===== config.mk =====
export PLATFORM = sky130hd
export DESIGN_NAME = fe_capture_timestamper_flat
export DESIGN_NICKNAME = d
export VERILOG_FILES = /design/src/rtl/fe_capture_timestamper_if.sv /design/src/rtl/fe_capture_timestamper.sv /design/src/flat_wrapper.sv
export SDC_FILE = /design/constraint.sdc
export NUM_CORES = 1
export LEC_CHECK = 0
export ABC_CLOCK_PERIOD_IN_PS = 3000
export BUFFER_PORTS_ARGS = -buffer_cell sky130_fd_sc_hd__buf_2
export CAP_MARGIN = 20
export CORE_ASPECT_RATIO = 0.7
export CORE_MARGIN = 2
export CORE_UTILIZATION = 54
export CTS_BUF_LIST = sky130_fd_sc_hd__clkbuf_4
export DETAILED_ROUTE_END_ITERATION = 8
export HOLD_SLACK_MARGIN = 0.02
export PLACE_DENSITY = 0.77
export SYNTH_ARGS = -nofsm -noshare
export SYNTH_HDL_FRONTEND = slang
export SYNTH_SLANG_ARGS = --single-unit

===== constraint.sdc =====
create_clock -name fe_clk -period 3 [get_ports fe_clk]
set_input_delay 0.3 -clock fe_clk [delete_from_list [all_inputs] [get_ports fe_clk]]
set_output_delay 0.3 -clock fe_clk [all_outputs]
set_load 0.05 [all_outputs]

===== src/rtl/fe_capture_timestamper_if.sv =====
`default_nettype none
// +--------------------------------------------------------------------------+
// | Module   : fe_capture_timestamper_if                                      |
// | Brief    : Signal bundle between the capture sequencer and its neighbours |
// | Revision : 1.0                                                            |
// +--------------------------------------------------------------------------+
interface fe_capture_timestamper_if #(
    parameter int pTIMESTAMP_FULL_WIDTH = 16,
    parameter int pCAPTURE_LEN_WIDTH    = 24
);
    logic                             I_arm;
    logic [pCAPTURE_LEN_WIDTH-1:0]    I_capture_len;
    logic                             I_event;
    logic [1:0]                       I_data_cmd;
    logic [15:0]                      I_max_short_timestamp;
    logic                             I_fifo_write_allowed;

    logic [pTIMESTAMP_FULL_WIDTH-1:0] O_fifo_time;
    logic [1:0]                       O_fifo_command;
    logic                             O_fifo_wr;
    logic                             O_capturing;
    logic                             O_done;
    logic                             O_overflow;
    logic [pCAPTURE_LEN_WIDTH-1:0]    O_entries;

    modport master (
        output I_arm, I_capture_len, I_event, I_data_cmd,
               I_max_short_timestamp, I_fifo_write_allowed,
        input  O_fifo_time, O_fifo_command, O_fifo_wr, O_capturing,
               O_done, O_overflow, O_entries
    );

    modport slave (
        input  I_arm, I_capture_len, I_event, I_data_cmd,
               I_max_short_timestamp, I_fifo_write_allowed,
        output O_fifo_time, O_fifo_command, O_fifo_wr, O_capturing,
               O_done, O_overflow, O_entries
    );
endinterface
`default_nettype wire


===== src/rtl/fe_capture_timestamper.sv =====
`default_nettype none
// +--------------------------------------------------------------------------+
// | Module   : fe_capture_timestamper                                         |
// | Brief    : Arm/capture/done sequencer producing timestamped FIFO entries  |
// | Revision : 1.0                                                            |
// +--------------------------------------------------------------------------+
module fe_capture_timestamper #(
    parameter int pTIMESTAMP_FULL_WIDTH = 16,
    parameter int pCAPTURE_LEN_WIDTH    = 24
) (
    input  wire logic               fe_clk,
    input  wire logic               reset_i,
    fe_capture_timestamper_if.slave bus
);
    localparam logic [1:0] c_FE_FIFO_CMD_TIME = 2'b10;
    localparam logic [pTIMESTAMP_FULL_WIDTH-1:0] c_TS_ONE =
        {{(pTIMESTAMP_FULL_WIDTH-1){1'b0}}, 1'b1};
    localparam logic [pCAPTURE_LEN_WIDTH-1:0] c_LEN_ONE =
        {{(pCAPTURE_LEN_WIDTH-1){1'b0}}, 1'b1};

    typedef enum logic [1:0] {
        S_IDLE    = 2'd0,
        S_ARMED   = 2'd1,
        S_CAPTURE = 2'd2,
        S_DONE    = 2'd3
    } state_t;

    state_t                           r_state;
    logic [pTIMESTAMP_FULL_WIDTH-1:0] r_ts;
    logic                             r_pend_valid;
    logic [1:0]                       r_pend_cmd;
    logic [pTIMESTAMP_FULL_WIDTH-1:0] r_pend_time;
    logic [pTIMESTAMP_FULL_WIDTH-1:0] r_fifo_time;
    logic [1:0]                       r_fifo_cmd;
    logic                             r_fifo_wr;
    logic                             r_capturing;
    logic                             r_done;
    logic                             r_overflow;
    logic [pCAPTURE_LEN_WIDTH-1:0]    r_entries;

    logic [pTIMESTAMP_FULL_WIDTH-1:0] w_ts_next;
    logic                             w_ts_long;
    logic                             w_gap_entry;
    logic                             w_issue;
    logic [1:0]                       w_cmd;
    logic [pTIMESTAMP_FULL_WIDTH-1:0] w_time;
    logic                             w_pend_load;
    logic                             w_pend_clr;
    logic [1:0]                       w_pend_cmd;
    logic [pTIMESTAMP_FULL_WIDTH-1:0] w_pend_time;
    logic [pCAPTURE_LEN_WIDTH-1:0]    w_entries_inc;
    logic                             w_hit_len;
    logic                             w_stop;

    assign w_ts_next = bus.I_event ? c_TS_ONE :
                       ((&r_ts) ? r_ts : r_ts + c_TS_ONE);
    assign w_ts_long = 32'(r_ts) > 32'(bus.I_max_short_timestamp);

    // A long gap emits a TIME entry first and defers the event's own entry by one cycle.
    always_comb begin
        w_gap_entry = 1'b0;
        w_issue     = 1'b0;
        w_cmd       = r_pend_cmd;
        w_time      = r_pend_time;
        w_pend_load = 1'b0;
        w_pend_clr  = 1'b0;
        w_pend_cmd  = bus.I_data_cmd;
        w_pend_time = r_ts;
        if (bus.I_arm) begin
            if (r_state == S_ARMED && bus.I_event) begin
                w_issue = 1'b1;
                w_cmd   = bus.I_data_cmd;
                w_time  = '0;
            end else if (r_state == S_CAPTURE) begin
                if (bus.I_event && w_ts_long) begin
                    w_gap_entry = 1'b1;
                    w_issue     = 1'b1;
                    w_cmd       = c_FE_FIFO_CMD_TIME;
                    w_time      = r_ts;
                    w_pend_load = 1'b1;
                    w_pend_time = '0;
                end else if (r_pend_valid) begin
                    w_issue = 1'b1;
                    if (bus.I_event) begin
                        w_pend_load = 1'b1;
                    end else begin
                        w_pend_clr = 1'b1;
                    end
                end else if (bus.I_event) begin
                    w_issue = 1'b1;
                    w_cmd   = bus.I_data_cmd;
                    w_time  = r_ts;
                end
            end
        end
    end

    assign w_entries_inc = (&r_entries) ? r_entries : r_entries + c_LEN_ONE;
    assign w_hit_len     = (bus.I_capture_len != '0) && (w_entries_inc == bus.I_capture_len);
    assign w_stop        = w_issue && (w_hit_len || !bus.I_fifo_write_allowed);

    always_ff @(posedge fe_clk or posedge reset_i) begin
        if (reset_i) begin
            r_state      <= S_IDLE;
            r_ts         <= '0;
            r_pend_valid <= 1'b0;
            r_pend_cmd   <= 2'b00;
            r_pend_time  <= '0;
            r_fifo_time  <= '0;
            r_fifo_cmd   <= 2'b00;
            r_fifo_wr    <= 1'b0;
            r_capturing  <= 1'b0;
            r_done       <= 1'b0;
            r_overflow   <= 1'b0;
            r_entries    <= '0;
        end else begin
            r_fifo_wr <= w_issue;
            r_ts      <= w_ts_next;
            if (w_issue) begin
                r_fifo_cmd  <= w_cmd;
                r_fifo_time <= w_time;
                r_entries   <= w_entries_inc;
            end
            if (w_pend_load) begin
                r_pend_valid <= 1'b1;
                r_pend_cmd   <= w_pend_cmd;
                r_pend_time  <= w_pend_time;
            end else if (w_pend_clr) begin
                r_pend_valid <= 1'b0;
            end

            if (!bus.I_arm) begin
                r_state      <= S_IDLE;
                r_pend_valid <= 1'b0;
                r_capturing  <= 1'b0;
            end else begin
                case (r_state)
                    S_IDLE, S_DONE: begin
                        r_state     <= S_ARMED;
                        r_done      <= 1'b0;
                        r_overflow  <= 1'b0;
                        r_entries   <= '0;
                        r_ts        <= '0;
                        r_capturing <= 1'b0;
                    end
                    default: begin
                        if (w_stop) begin
                            r_state      <= S_DONE;
                            r_done       <= 1'b1;
                            r_pend_valid <= 1'b0;
                            r_capturing  <= 1'b0;
                            if (!bus.I_fifo_write_allowed) begin
                                r_overflow <= 1'b1;
                            end
                        end else if (w_issue) begin
                            r_state     <= S_CAPTURE;
                            r_capturing <= 1'b1;
                        end
                    end
                endcase
            end
        end
    end

    assign bus.O_fifo_time    = r_fifo_time;
    assign bus.O_fifo_command = r_fifo_cmd;
    assign bus.O_fifo_wr      = r_fifo_wr;
    assign bus.O_capturing    = r_capturing;
    assign bus.O_done         = r_done;
    assign bus.O_overflow     = r_overflow;
    assign bus.O_entries      = r_entries;

`ifndef SYNTHESIS
    // One-deep pending storage is enough only if a gap entry never meets a full slot.
    a_pend_drained : assert property (@(posedge fe_clk) disable iff (reset_i)
        !(w_gap_entry && r_pend_valid));
`endif

endmodule
`default_nettype wire


===== src/flat_wrapper.sv =====
// flat-port wrapper written by rule: the top's interface ports become plain ports
module fe_capture_timestamper_flat 
#(
    parameter int pTIMESTAMP_FULL_WIDTH = 16,
    parameter int pCAPTURE_LEN_WIDTH    = 24
)
  (fe_clk, reset_i, bus_I_arm, bus_I_capture_len, bus_I_event, bus_I_data_cmd, bus_I_max_short_timestamp, bus_I_fifo_write_allowed, bus_O_fifo_time, bus_O_fifo_command, bus_O_fifo_wr, bus_O_capturing, bus_O_done, bus_O_overflow, bus_O_entries);
  fe_capture_timestamper_if #(.pTIMESTAMP_FULL_WIDTH(pTIMESTAMP_FULL_WIDTH), .pCAPTURE_LEN_WIDTH(pCAPTURE_LEN_WIDTH)) bus_i ();
  input  wire logic fe_clk;
  input  wire logic reset_i;
  input wire logic [$bits(bus_i.I_arm)-1:0] bus_I_arm;
  input wire logic [$bits(bus_i.I_capture_len)-1:0] bus_I_capture_len;
  input wire logic [$bits(bus_i.I_event)-1:0] bus_I_event;
  input wire logic [$bits(bus_i.I_data_cmd)-1:0] bus_I_data_cmd;
  input wire logic [$bits(bus_i.I_max_short_timestamp)-1:0] bus_I_max_short_timestamp;
  input wire logic [$bits(bus_i.I_fifo_write_allowed)-1:0] bus_I_fifo_write_allowed;
  output wire logic [$bits(bus_i.O_fifo_time)-1:0] bus_O_fifo_time;
  output wire logic [$bits(bus_i.O_fifo_command)-1:0] bus_O_fifo_command;
  output wire logic [$bits(bus_i.O_fifo_wr)-1:0] bus_O_fifo_wr;
  output wire logic [$bits(bus_i.O_capturing)-1:0] bus_O_capturing;
  output wire logic [$bits(bus_i.O_done)-1:0] bus_O_done;
  output wire logic [$bits(bus_i.O_overflow)-1:0] bus_O_overflow;
  output wire logic [$bits(bus_i.O_entries)-1:0] bus_O_entries;
  assign bus_i.I_arm = bus_I_arm;
  assign bus_i.I_capture_len = bus_I_capture_len;
  assign bus_i.I_event = bus_I_event;
  assign bus_i.I_data_cmd = bus_I_data_cmd;
  assign bus_i.I_max_short_timestamp = bus_I_max_short_timestamp;
  assign bus_i.I_fifo_write_allowed = bus_I_fifo_write_allowed;
  assign bus_O_fifo_time = bus_i.O_fifo_time;
  assign bus_O_fifo_command = bus_i.O_fifo_command;
  assign bus_O_fifo_wr = bus_i.O_fifo_wr;
  assign bus_O_capturing = bus_i.O_capturing;
  assign bus_O_done = bus_i.O_done;
  assign bus_O_overflow = bus_i.O_overflow;
  assign bus_O_entries = bus_i.O_entries;
  fe_capture_timestamper #(.pTIMESTAMP_FULL_WIDTH(pTIMESTAMP_FULL_WIDTH), .pCAPTURE_LEN_WIDTH(pCAPTURE_LEN_WIDTH)) u_core (.fe_clk(fe_clk), .reset_i(reset_i), .bus(bus_i));
endmodule

==> results of run 1 <==
-- power by group --
part / switching (mW) / total, mW / internal (mW) / leakage (nW)
sequential: 0.0266 / 1.17 / 1.14 / 1.14
clock: 0.461 / 0.654 / 0.193 / 0.0689
combinational: 0.271 / 0.406 / 0.136 / 1.78
-- worst register-to-register path, cell delays in order, from the launching register on --
cell	delay [ps]
dfrtp_2	400
ha_2	210
nand4_4	150
or4_4	570
buf_4	200
o211ai_1	250
xor2_1	190
o32ai_1	150
nor4_4	390
nand3_2	160
a41oi_2	210
-- flip-flops by register name (all words and copies together) (netlist names) --
register                   count
u_core.bus.O_capturing         1
u_core.bus.O_fifo_wr           1
u_core.bus.O_done              1
u_core.r_state                 2
u_core.r_ts                   16
u_core.r_pend_valid            1
u_core.bus.O_fifo_command      2
u_core.r_pend_time            16
u_core.bus.O_fifo_time        16
u_core.bus.O_entries          24
u_core.r_pend_cmd              2
u_core.bus.O_overflow          1
-- layout make-up --
cell class | count | area, um^2
clock buffer | 9 | 67.6
clock inverter | 7 | 66.3
fill | 829 | 3230
inverter | 28 | 106
multi-input combinational | 508 | 3250
sequential | 83 | 2080
tap | 128 | 160
timing repair buffer | 145 | 871
-- per-layer routing --
metal | vias to the layer above | part of all wire, % | GRT usage, % | wire (um)
met3 | 25 | 10 | 8.71 | 1740
met4 | 0 | 1.1 | 6.46 | 199
li1 | 2588 | - | - | -
met1 | 2639 | 49 | 48.4 | 8550
met2 | 257 | 40 | 44.1 | 6860
met5 | - | 0 | 0 | 0
-- per-stage QoR --
step / util, % / hold WS (ps) / setup TNS (ps) / setup slack, ps / power (mW)
3_3_place_gp: 64.6 / 367 / 0 / 116 / 1.57
4_1_cts: 66.2 / 87.8 / 0 / 10.1 / 2.24
5_1_grt: 67.2 / 91.7 / -84.0 / -43.0 / 2.31
6_report: 67.2 / 108 / 0 / 54.1 / 2.23
3_5_place_dp: 64.6 / 380 / 0 / 22.0 / 1.58
2_1_floorplan: - / 395 / 0 / 59.2 / 1.43
-- path summary, 6_finish.rpt --
path	cells past startpoint	to
max in group asynchronous	4	u_core.bus.O_entries[7]
worst min register to register	2	u_core.bus.O_fifo_time[8]
worst max register to register	10	u_core.r_state[0]
worst max-delay path	10	u_core.r_state[0]
worst min-delay path	3	u_core.bus.O_fifo_command[1]
min in group asynchronous	3	u_core.bus.O_entries[14]
-- layout by cell type (no fill, tap or decap), drive strengths merged, types with 5 or more instances in the layout --
cell type,count
o21ai,18
and4,12
ha,20
inv,32
nand2,101
and2,8
a21oi,40
xnor2,34
o211ai,37
clkbuf,10
dfrtp,83
o2111ai,5
or3,9
nor2,53
and3,12
nor3,23
xor2,18
nand3,19
nor4,16
buf,143
nand4,19
nor2b,5
-- cell families after synthesis --
kind of cell / synth area share [%]
and+or+nand+nor: 26.7
AOI/OAI and AO/OA: 17.1
DFF: 37.5
buffers and inverters: 4.85
xor gates and xnor gates: 8.22
adders and majority gates: 4.52
muxes: 1.15
-- repair_timing --
action,CTS,global route
hold buffers,1,0
endpoints found under the hold margin,28,0
resized for setup,2,10
setup buffers,0,8
setup endpoints to repair,2,4
pin swaps,0,6
==> impl_results.md, run 1 <==
* CP endpoint kind: register
* Yosys warnings at 0
* Max-cap violations at 0
* Vias/cell at a little over 6
* CP cell instances: ha_2 > nand4_4 > or4_4 > buf_4 > o211ai_1 > xor2_1 > o32ai_1 > nor4_4 > nand3_2 > a41oi_2
* DRC at 0
* Post-DP HPWL at 13400 um
* Num rows at 30
* Share of layout cells above drive strength 1 at 24.2%
* Largest net degree at the start of global routing at 40
* Top_reg_cell synth: dfrtp_1
* Final Cell Area at approximately 6600 um^2
* Antenna Violating Nets Remaining at 0
* P&R area growth vs syn at 19.2%
* IO Port Bufs at 92
* Die Ht at between 80 and 90 um
* LEAKAGE at 2.99 nW
* Post-Layout Cell Count at 908
* DRT iter0 DRCs at 429
* Slew Viols, Final at 0
* GRT Residual Overflow at 0
* Initial antenna violation count at 0
* Crit-path leading delay family: simple AND/OR/NAND/NOR gates
* Post-DR wirelength/cell at 19.1 um
* VDD IR max at 0.302 mV
* Peak Freq at 0.339 GHz
* Clock Path Buffers at 2
* Synth async-reset ratio at 100%
* CP peak stage delay at ~560 ps
* Fin crit share at slightly below 100%
* Core area at a little under 10000 um^2
* Largest fanout on the critical path at 10
* Syn nets at approximately 730
* Crit path buf inv count at 1
* Startpoint types: register
* Synth cell count leaders: nand2_1 (101), dfrtp_1 (83), nor2_1 (52), a21oi_1 (40), o211ai_1 (37)
* Flop2flop setup slack at approximately 54 ps
* GPL Wtd Cong at approximately 1
* Pwr/cell area at 338 nW/um^2
* Worst reg2reg startpoint: u_core.bus.O_entries[1]
* Clock insertion delay at the later pin of the skew report at about 470 ps
* Slowest cell on the critical path: or4_4
* Setup CP Type: reg2reg
* Syn avg cell area at 8.41 um^2
* Synth area leaders: dfrtp_1 (37%), nand2_1 (6.8%), xnor2_1 (5.4%)
* Crit path DAT at 3330 ps
* Clock transition at path regs at between 100 and 150 ps
* Final net count at between 800 and 900
* Mapped Area at roughly 5500 um^2
* Post-synth cell types at 63
* Slew @ Worst Pin at 622 ps
* GRT Overall Usage at between 30% and 40%
* Antenna cells at 0
* CTS root buffer: clkbuf_4
* Seq/Total Area, Yosys at between 30% and 40%
* Worst Skew at 20.5 ps
* Synth area leader: dfrtp_1
* Die width at between 100 and 150 um
* Max H-tree Level at 3
* I/O pin count at 93
* First-pass GRT wire length at ~27000 um
* Total iterations of the first detailed-routing run at 5
* Num CTS Buffers at 9
* HP Start: bus_I_data_cmd[1]
* Synth top area share at 37.5%
* Die area at approximately 11000 um^2
* Worst Path Required at 3380 ps
* Fin. Hold Viols at 0
* CP startpoint: u_core.bus.O_entries[1]
* Detailed Route WL at approximately 17000 um
* Worst hold path type: in2reg
* Via count at 5509
* Period minus WS final at between 2000 and 3000 ps
* CTS tree: done
* Setup-failing EPs final at 0
* Run status: finished, final reports clean
* Count leader, synth: nand2_1
* Clock Sinks at 83
* Post-Synthesis Cells at ~660
* Placed Cells at roughly 900
* Seq cells post-synth at 83
* Vias in the first global route at between 5000 and 6000
* Post-synth EDFFs at 0
* Max-Slew Margin vs Limit at between 50% and 60%
* Initial core utilization at 56.3%
* Area after DPL at 6360 um^2
(Power assumes the default switching activity.)
==> run 2, diff against run 1 <==
==> constraint.sdc (replaced) <==
create_clock -name fe_clk -period 3 [get_ports fe_clk]
set_input_delay 0.3 -clock fe_clk [delete_from_list [all_inputs] [get_ports fe_clk]]
set_output_delay 0.3 -clock fe_clk [all_outputs]
set_load 0.005 [all_outputs]
==> impl_results.md, run 2 (synthesized netlist as in run 1, its figures left out) <==
* Max H-tree Level at 3 (unchanged)
* GRT Overall Usage at 31.4% (was 31.5%)
* Post-DR wirelength/cell at 19.2 um (was 19.1 um)
* Fin. Hold Viols at 0 (unchanged)
* P&R area growth vs syn at 17.1% (was 19.2%)
* Initial antenna violation count at 0 (unchanged)
* Clock Sinks at 83 (unchanged)
* Largest net degree at the start of global routing at 84 (was 40)
* Worst hold path type: in2reg (unchanged)
* HP Start: bus_I_data_cmd[1] (unchanged)
* Clock transition at path regs at 150 ps (was 140 ps)
* Fin util at 66.0% (was 67.2%)
* CP peak stage delay at 610 ps (was 560 ps)
* Share of layout cells above drive strength 1 at 22.1% (was 24.2%)
* Peak Freq at 0.348 GHz (was 0.339 GHz)
* Fin crit share at 95.9% (was 98.2%)
* Period minus WS final at 2880 ps (was 2950 ps)
* Max-cap violations at 0 (unchanged)
* Flop2flop setup slack at 120 ps (was 50 ps)
* Worst reg2reg startpoint: u_core.bus.O_entries[10] (was u_core.bus.O_entries[1])
* First-pass GRT wire length at 26800 um (was 27100 um)
* GRT Residual Overflow at 0 (unchanged)
* Setup ws final at 123 ps (was 54.1 ps)
* Vias in the first global route at 5029 (was 5082)
* CP cell instances: nand4_4 > or4_4 > a2111oi_2 > xnor2_1 > nand4b_1 > nor4_4 > nand3_2 > a41oi_2 (was ha_2 > nand4_4 > or4_4 > buf_4 > o211ai_1 > xor2_1 > o32ai_1 > nor4_4 > nand3_2 > a41oi_2)
* Worst Skew at 25.8 ps (was 20.5 ps)
* Die Ht at 88.8 um (unchanged)
* Post-DP HPWL at 13100 um (was 13400 um)
* Crit-path leading delay family: simple AND/OR/NAND/NOR gates (unchanged)
* Max-Slew Margin vs Limit at 58.9% (was 58.5%)
* Antenna Violating Nets Remaining at 0 (unchanged)
* WHS at 78.2 ps (was 108 ps)
* Die area at 11100 um^2 (unchanged)
* Final net count at 826 (was 842)
* IO Port Bufs at 92 (unchanged)
* Commonest non-fill, non-tap cell in the layout: nand2_1 (unchanged)
* VDD IR max at 0.218 mV (was 0.302 mV)
* Crit path buf inv count at 0 (was 1)
* CTS root buffer: clkbuf_4 (unchanged)
* Max reg flops at 24 (unchanged)
* Clock Path Buffers at 2 (unchanged)
* CTS tree: done (unchanged)
* Startpoint types: register (unchanged)
* Crit path DAT at 3280 ps (was 3330 ps)
* Total iterations of the first detailed-routing run at 5 (unchanged)
* Clock insertion delay at the later pin of the skew report at 470 ps (about the same)
* Vias/cell at 6.16 (was 6.07)
* Worst reg2reg path depth at 8 (was 10)
* Pwr/cell area at 342 nW/um^2 (was 338 nW/um^2)
* Run status: finished, final reports clean (unchanged)
* GPL Wtd Cong at 0.976 (was 1.01)
* Dpl ws at 124 ps (was 22.0 ps)
* Largest fanout on the critical path at 8 (was 10)
* CP endpoint kind: register (unchanged)
* Via count at 5499 (was 5509)
* WHS Path Cells at 3 (unchanged)
* Die width at 125 um (unchanged)
* Commonest non-fill, non-tap cells in the layout: nand2_1 (101), buf_2 (92), dfrtp_1 (79) (was nand2_1 (101), buf_2 (92), dfrtp_1 (77))
* Core area at 9830 um^2 (unchanged)
* Hold worst-path end: u_core.bus.O_fifo_command[1] (unchanged)
* Setup CP Type: reg2reg (unchanged)
* Num rows at 30 (unchanged)
* Num CTS Buffers at 9 (unchanged)
* Setup-failing EPs final at 0 (unchanged)
* Antenna cells at 0 (unchanged)
* Critical R2R Capture: u_core.r_state[0] (unchanged)
* Detailed Route WL at 17100 um (was 17400 um)
* LEAKAGE at 2.94 nW (was 2.99 nW)
* Initial core utilization at 56.3% (unchanged)
* DRT iter0 DRCs at 535 (was 429)
* Slew Viols, Final at 0 (unchanged)
* Worst Path Required at 3410 ps (was 3380 ps)
* Slowest cell on the critical path: or4_4 (unchanged)
* Slew @ Worst Pin at 617 ps (was 622 ps)
* DRC at 0 (unchanged)
* I/O pin count at 93 (unchanged)
-- run 2: per-layer routing --
metal | global-route usage [%] | vias to the layer above | wire length (um)
met4 | 5.86 | 0 | 173
met3 | 8.40 | 19 | 1670
met2 | 44.6 | 278 | 7050
li1 | - | 2573 | -
met5 | 0 | - | 0
met1 | 48.3 | 2629 | 8210
-- run 2: layout make-up --
cell class | instances | area (um^2)
clock buffer | 9 | 67.6
timing repair buffer | 129 | 753
tap | 128 | 160
multi-input combinational | 508 | 3240
fill | 837 | 3350
sequential | 83 | 2080
inverter | 28 | 106
clock inverter | 7 | 81.3
-- run 2: worst min-delay path, cell delays in order --
cell      delay (ps)
buf_2            110
inv_1             40
a221oi_1          60
-- run 2: how the worst max path moves through the flow --
stage / to / from / cells after the start
floorplan: u_core.r_state[0] / u_core.bus.O_entries[0] / 10
global placement: u_core.r_state[0] / u_core.bus.O_entries[22] / 8
detailed placement: u_core.r_state[0] / u_core.bus.O_entries[0] / 10
CTS: u_core.r_state[0] / u_core.bus.O_entries[11] / 8
global route: u_core.r_state[0] / u_core.bus.O_entries[0] / 10
finish: u_core.r_state[0] / u_core.bus.O_entries[10] / 8
-- run 2: timing repair --
action                                 CTS  global route
gates resized for setup                  0            10
hold buffers                             1             0
endpoints found under the hold margin   83             0
setup endpoints to repair                0             4
setup buffers                            0             0
-- run 2: per-stage QoR --
step                cells  area, um^2  total power, mW  TNS, ps
detailed placement    875        6290             1.52        0
global route          892        6490             2.32    -1.51
CTS                   892        6450             2.23        0
floorplan             659        5540             1.37        0
finish                892        6490             2.22        0
global placement      875        6290             1.51        0
-- run 2: where the power goes --
| part | total (mW) | internal [mW] | switching, mW |
|---|---|---|---|
| sequential | 1.17 | 1.14 | 0.0271 |
| combinational | 0.338 | 0.132 | 0.205 |
| clock | 0.713 | 0.269 | 0.445 |
| total | 2.22 | 1.54 | 0.677 |
==> run 3, diff against run 2 <==
--- a/config.mk
+++ b/config.mk
@@ -11,7 +11,7 @@
 export CORE_ASPECT_RATIO = 0.7
 export CORE_MARGIN = 2
 export CORE_UTILIZATION = 54
-export CTS_BUF_LIST = sky130_fd_sc_hd__clkbuf_4
+export CTS_BUF_LIST = sky130_fd_sc_hd__clkbuf_16
 export DETAILED_ROUTE_END_ITERATION = 8
 export HOLD_SLACK_MARGIN = 0.02
 export PLACE_DENSITY = 0.77
==> impl_results.md, run 3 (synthesized netlist as in run 1, its figures left out) <==
* Initial antenna violation count at 0 (unchanged)
* Max-Slew Margin vs Limit at 58.4% (was 58.9%)
* IO Port Bufs at 92 (unchanged)
* Startpoint types: register (unchanged)
* Die Ht at 88.8 um (unchanged)
* Switch share at 27.4% (was 30.5%)
* CTS tree: done (unchanged)
* Core area at 9830 um^2 (unchanged)
* Total iterations of the first detailed-routing run at 5 (unchanged)
* GRT Overall Usage at 31.5% (was 31.4%)
* DRT iter0 DRCs at 598 (was 535)
* Area of the multi-input gates at 3240 um^2 (unchanged)
* Worst hold path type: in2async (was in2reg)
* Flop2flop setup slack at 110 ps (was 120 ps)
* Antenna Violating Nets Remaining at 0 (unchanged)
* DRC at 0 (unchanged)
* Internal at 1.94 mW (was 1.54 mW)
* Slowest cell on the critical path: or4_4 (unchanged)
* P&R area growth vs syn at 19.7% (was 17.1%)
* Vias in the first global route at 5020 (was 5029)
* First-pass GRT wire length at 26900 um (was 26800 um)
* GPL Wtd Cong at 0.976 (unchanged)
* Post-Layout Cell Count at 891 (was 892)
* Clock transition at path regs at 70 ps (was 150 ps)
* Commonest non-fill, non-tap cells in the layout: nand2_1 (101), buf_2 (92), dfrtp_1 (80) (was nand2_1 (101), buf_2 (92), dfrtp_1 (79))
* LEAKAGE at 3.00 nW (was 2.94 nW)
* Pwr/cell area at 402 nW/um^2 (was 342 nW/um^2)
* Share of layout cells above drive strength 1 at 22.0% (was 22.1%)
* Run status: finished, final reports clean (unchanged)
* # fillers at 812 (was 837)
* Via count at 5483 (was 5499)
* Period minus WS final at 2890 ps (was 2880 ps)
* Final net count at 825 (was 826)
* Num rows at 30 (unchanged)
* Clock Path Buffers at 2 (unchanged)
* Setup-failing EPs final at 0 (unchanged)
* CP peak stage delay at 580 ps (was 610 ps)
* GRT Residual Overflow at 0 (unchanged)
* Worst reg2reg path depth at 10 (was 8)
* Clock insertion delay at the later pin of the skew report at 350 ps (was 470 ps)
* Worst Skew at 11.2 ps (was 25.8 ps)
* Die width at 125 um (unchanged)
* Vias/cell at 6.15 (was 6.16)
* Post-DP HPWL at 13100 um (unchanged)
* CP cell instances: ha_2 > nand4_4 > or4_4 > buf_4 > o2111ai_1 > xnor2_1 > nand4b_1 > nor4_4 > nand3_2 > a31oi_1 (was nand4_4 > or4_4 > a2111oi_2 > xnor2_1 > nand4b_1 > nor4_4 > nand3_2 > a41oi_2)
* Initial core utilization at 56.3% (unchanged)
* Antenna cells at 0 (unchanged)
* Clock Sinks at 83 (unchanged)
* Max-cap violations at 0 (unchanged)
* Register share of total power at 43.9% (was 52.7%)
* Slew @ Worst Pin at 624 ps (was 617 ps)
* Crit path buf inv count at 1 (was 0)
* Crit path DAT at 3150 ps (was 3280 ps)
* Setup ws final at 115 ps (was 123 ps)
* Setup CP Type: reg2reg (unchanged)
* Commonest non-fill, non-tap cell in the layout: nand2_1 (unchanged)
* Crit-path leading delay family: simple AND/OR/NAND/NOR gates (unchanged)
* VDD IR max at 0.257 mV (was 0.218 mV)
* Critical R2R Capture: u_core.bus.O_done (was u_core.r_state[0])
* Worst Path Required at 3260 ps (was 3410 ps)
* Fin Setup TNS at 0 ps (unchanged)
* Combinational share of power at 12.7% (was 15.2%)
* Placed Cells at 875 (unchanged)
* Num CTS Buffers at 9 (unchanged)
* CTS root buffer: clkbuf_16 (was clkbuf_4)
* Clock power frac at 43.4% (was 32.1%)
* Worst reg2reg startpoint: u_core.bus.O_entries[0] (was u_core.bus.O_entries[10])
* Max H-tree Level at 3 (unchanged)
* Max reg flops at 24 (unchanged)
* Die area at 11100 um^2 (unchanged)
* CTS hold repair buffers at 0 (was 1)
* Slew Viols, Final at 0 (unchanged)
* Fin. Hold Viols at 0 (unchanged)
* Post-DR wirelength/cell at 19.2 um (about the same)
* Fin crit share at 96.2% (was 95.9%)
* CP endpoint kind: register (unchanged)
* Dpl ws at 124 ps (unchanged)
* Detailed Route WL at 17100 um (about the same)
* Peak Freq at 0.347 GHz (was 0.348 GHz)
* Largest fanout on the critical path at 10 (was 8)
* Storage element area at 2080 um^2 (about the same)
* I/O pin count at 93 (unchanged)
* Post-CTS Setup Bufs at 0 (unchanged)
* Largest net degree at the start of global routing at 84 (unchanged)
* NetSw at 731 uW (was 677 uW)
[run 3: cell count changes in the layout (fill, tap and decap cells not counted), sizes merged]
cell / delta
dlygate4sd3: -1
[run 3: how the worst max path moves through the flow]
stage | from | end | slack, ps | cells after the start
finish | u_core.bus.O_entries[0] | u_core.bus.O_done | 110 | 10
global route | u_core.bus.O_entries[0] | u_core.bus.O_done | -0.03 | 10
CTS | u_core.bus.O_entries[11] | u_core.bus.O_done | 70 | 8
detailed placement | u_core.bus.O_entries[0] | u_core.r_state[0] | 120 | 10
global placement | u_core.bus.O_entries[22] | u_core.r_state[0] | 140 | 8
floorplan | u_core.bus.O_entries[0] | u_core.r_state[0] | 240 | 10
[run 3: metrics by stage]
step / power [mW] / area [um^2] / utilization, % / hold slack, ps
after floorplan: 1.37 / 5540 / - / 395
after global placement: 1.51 / 6290 / 64.0 / 424
after detailed placement: 1.52 / 6290 / 64.0 / 429
after CTS: 2.67 / 6600 / 67.1 / 66.1
after global routing: 2.76 / 6630 / 67.5 / 84.0
final: 2.67 / 6630 / 67.5 / 35.1
[run 3: layer usage]
layer	vias up	GRT usage, %	wire length, um
met2	267	44.9	7100
met5	-	0	0
met3	10	7.50	1720
met1	2628	48.7	8150
met4	0	5.86	135
li1	2578	-	-
[run 3: layout make-up]
type	count	share of cell area [%]
repair buffers	128	11.2
well taps	128	2.41
clock buffers	9	3.39
flip-flops and latches	83	31.4
inverters	28	1.60
clock inverters	7	1.23
multi-input cells	508	48.8
[run 3: power groups by stage]
stage               sequential [mW]  combinational [mW]  clock [mW]
floorplan                      1.19               0.179           0
CTS                            1.17               0.332        1.17
detailed placement             1.19               0.331           0
global route                   1.17               0.368        1.22
finish                         1.17               0.338        1.16
global placement               1.19               0.324           0
[run 3: what timing repair did]
| item | CTS | global route |
|---|---|---|
| endpoints found under the hold margin | 0 | 0 |
| resized for setup | 0 | 9 |
| endpoints found under the setup margin | 0 | 3 |
[run 3: worst register-to-register path, delay by kind of cell, from the launching register on]
family,cells,cell delay (ps)
buf+inv,1,200
flops,1,370
fa+ha+maj,1,210
simple gates,5,1420
xor+xnor,1,160
compound gates,2,440
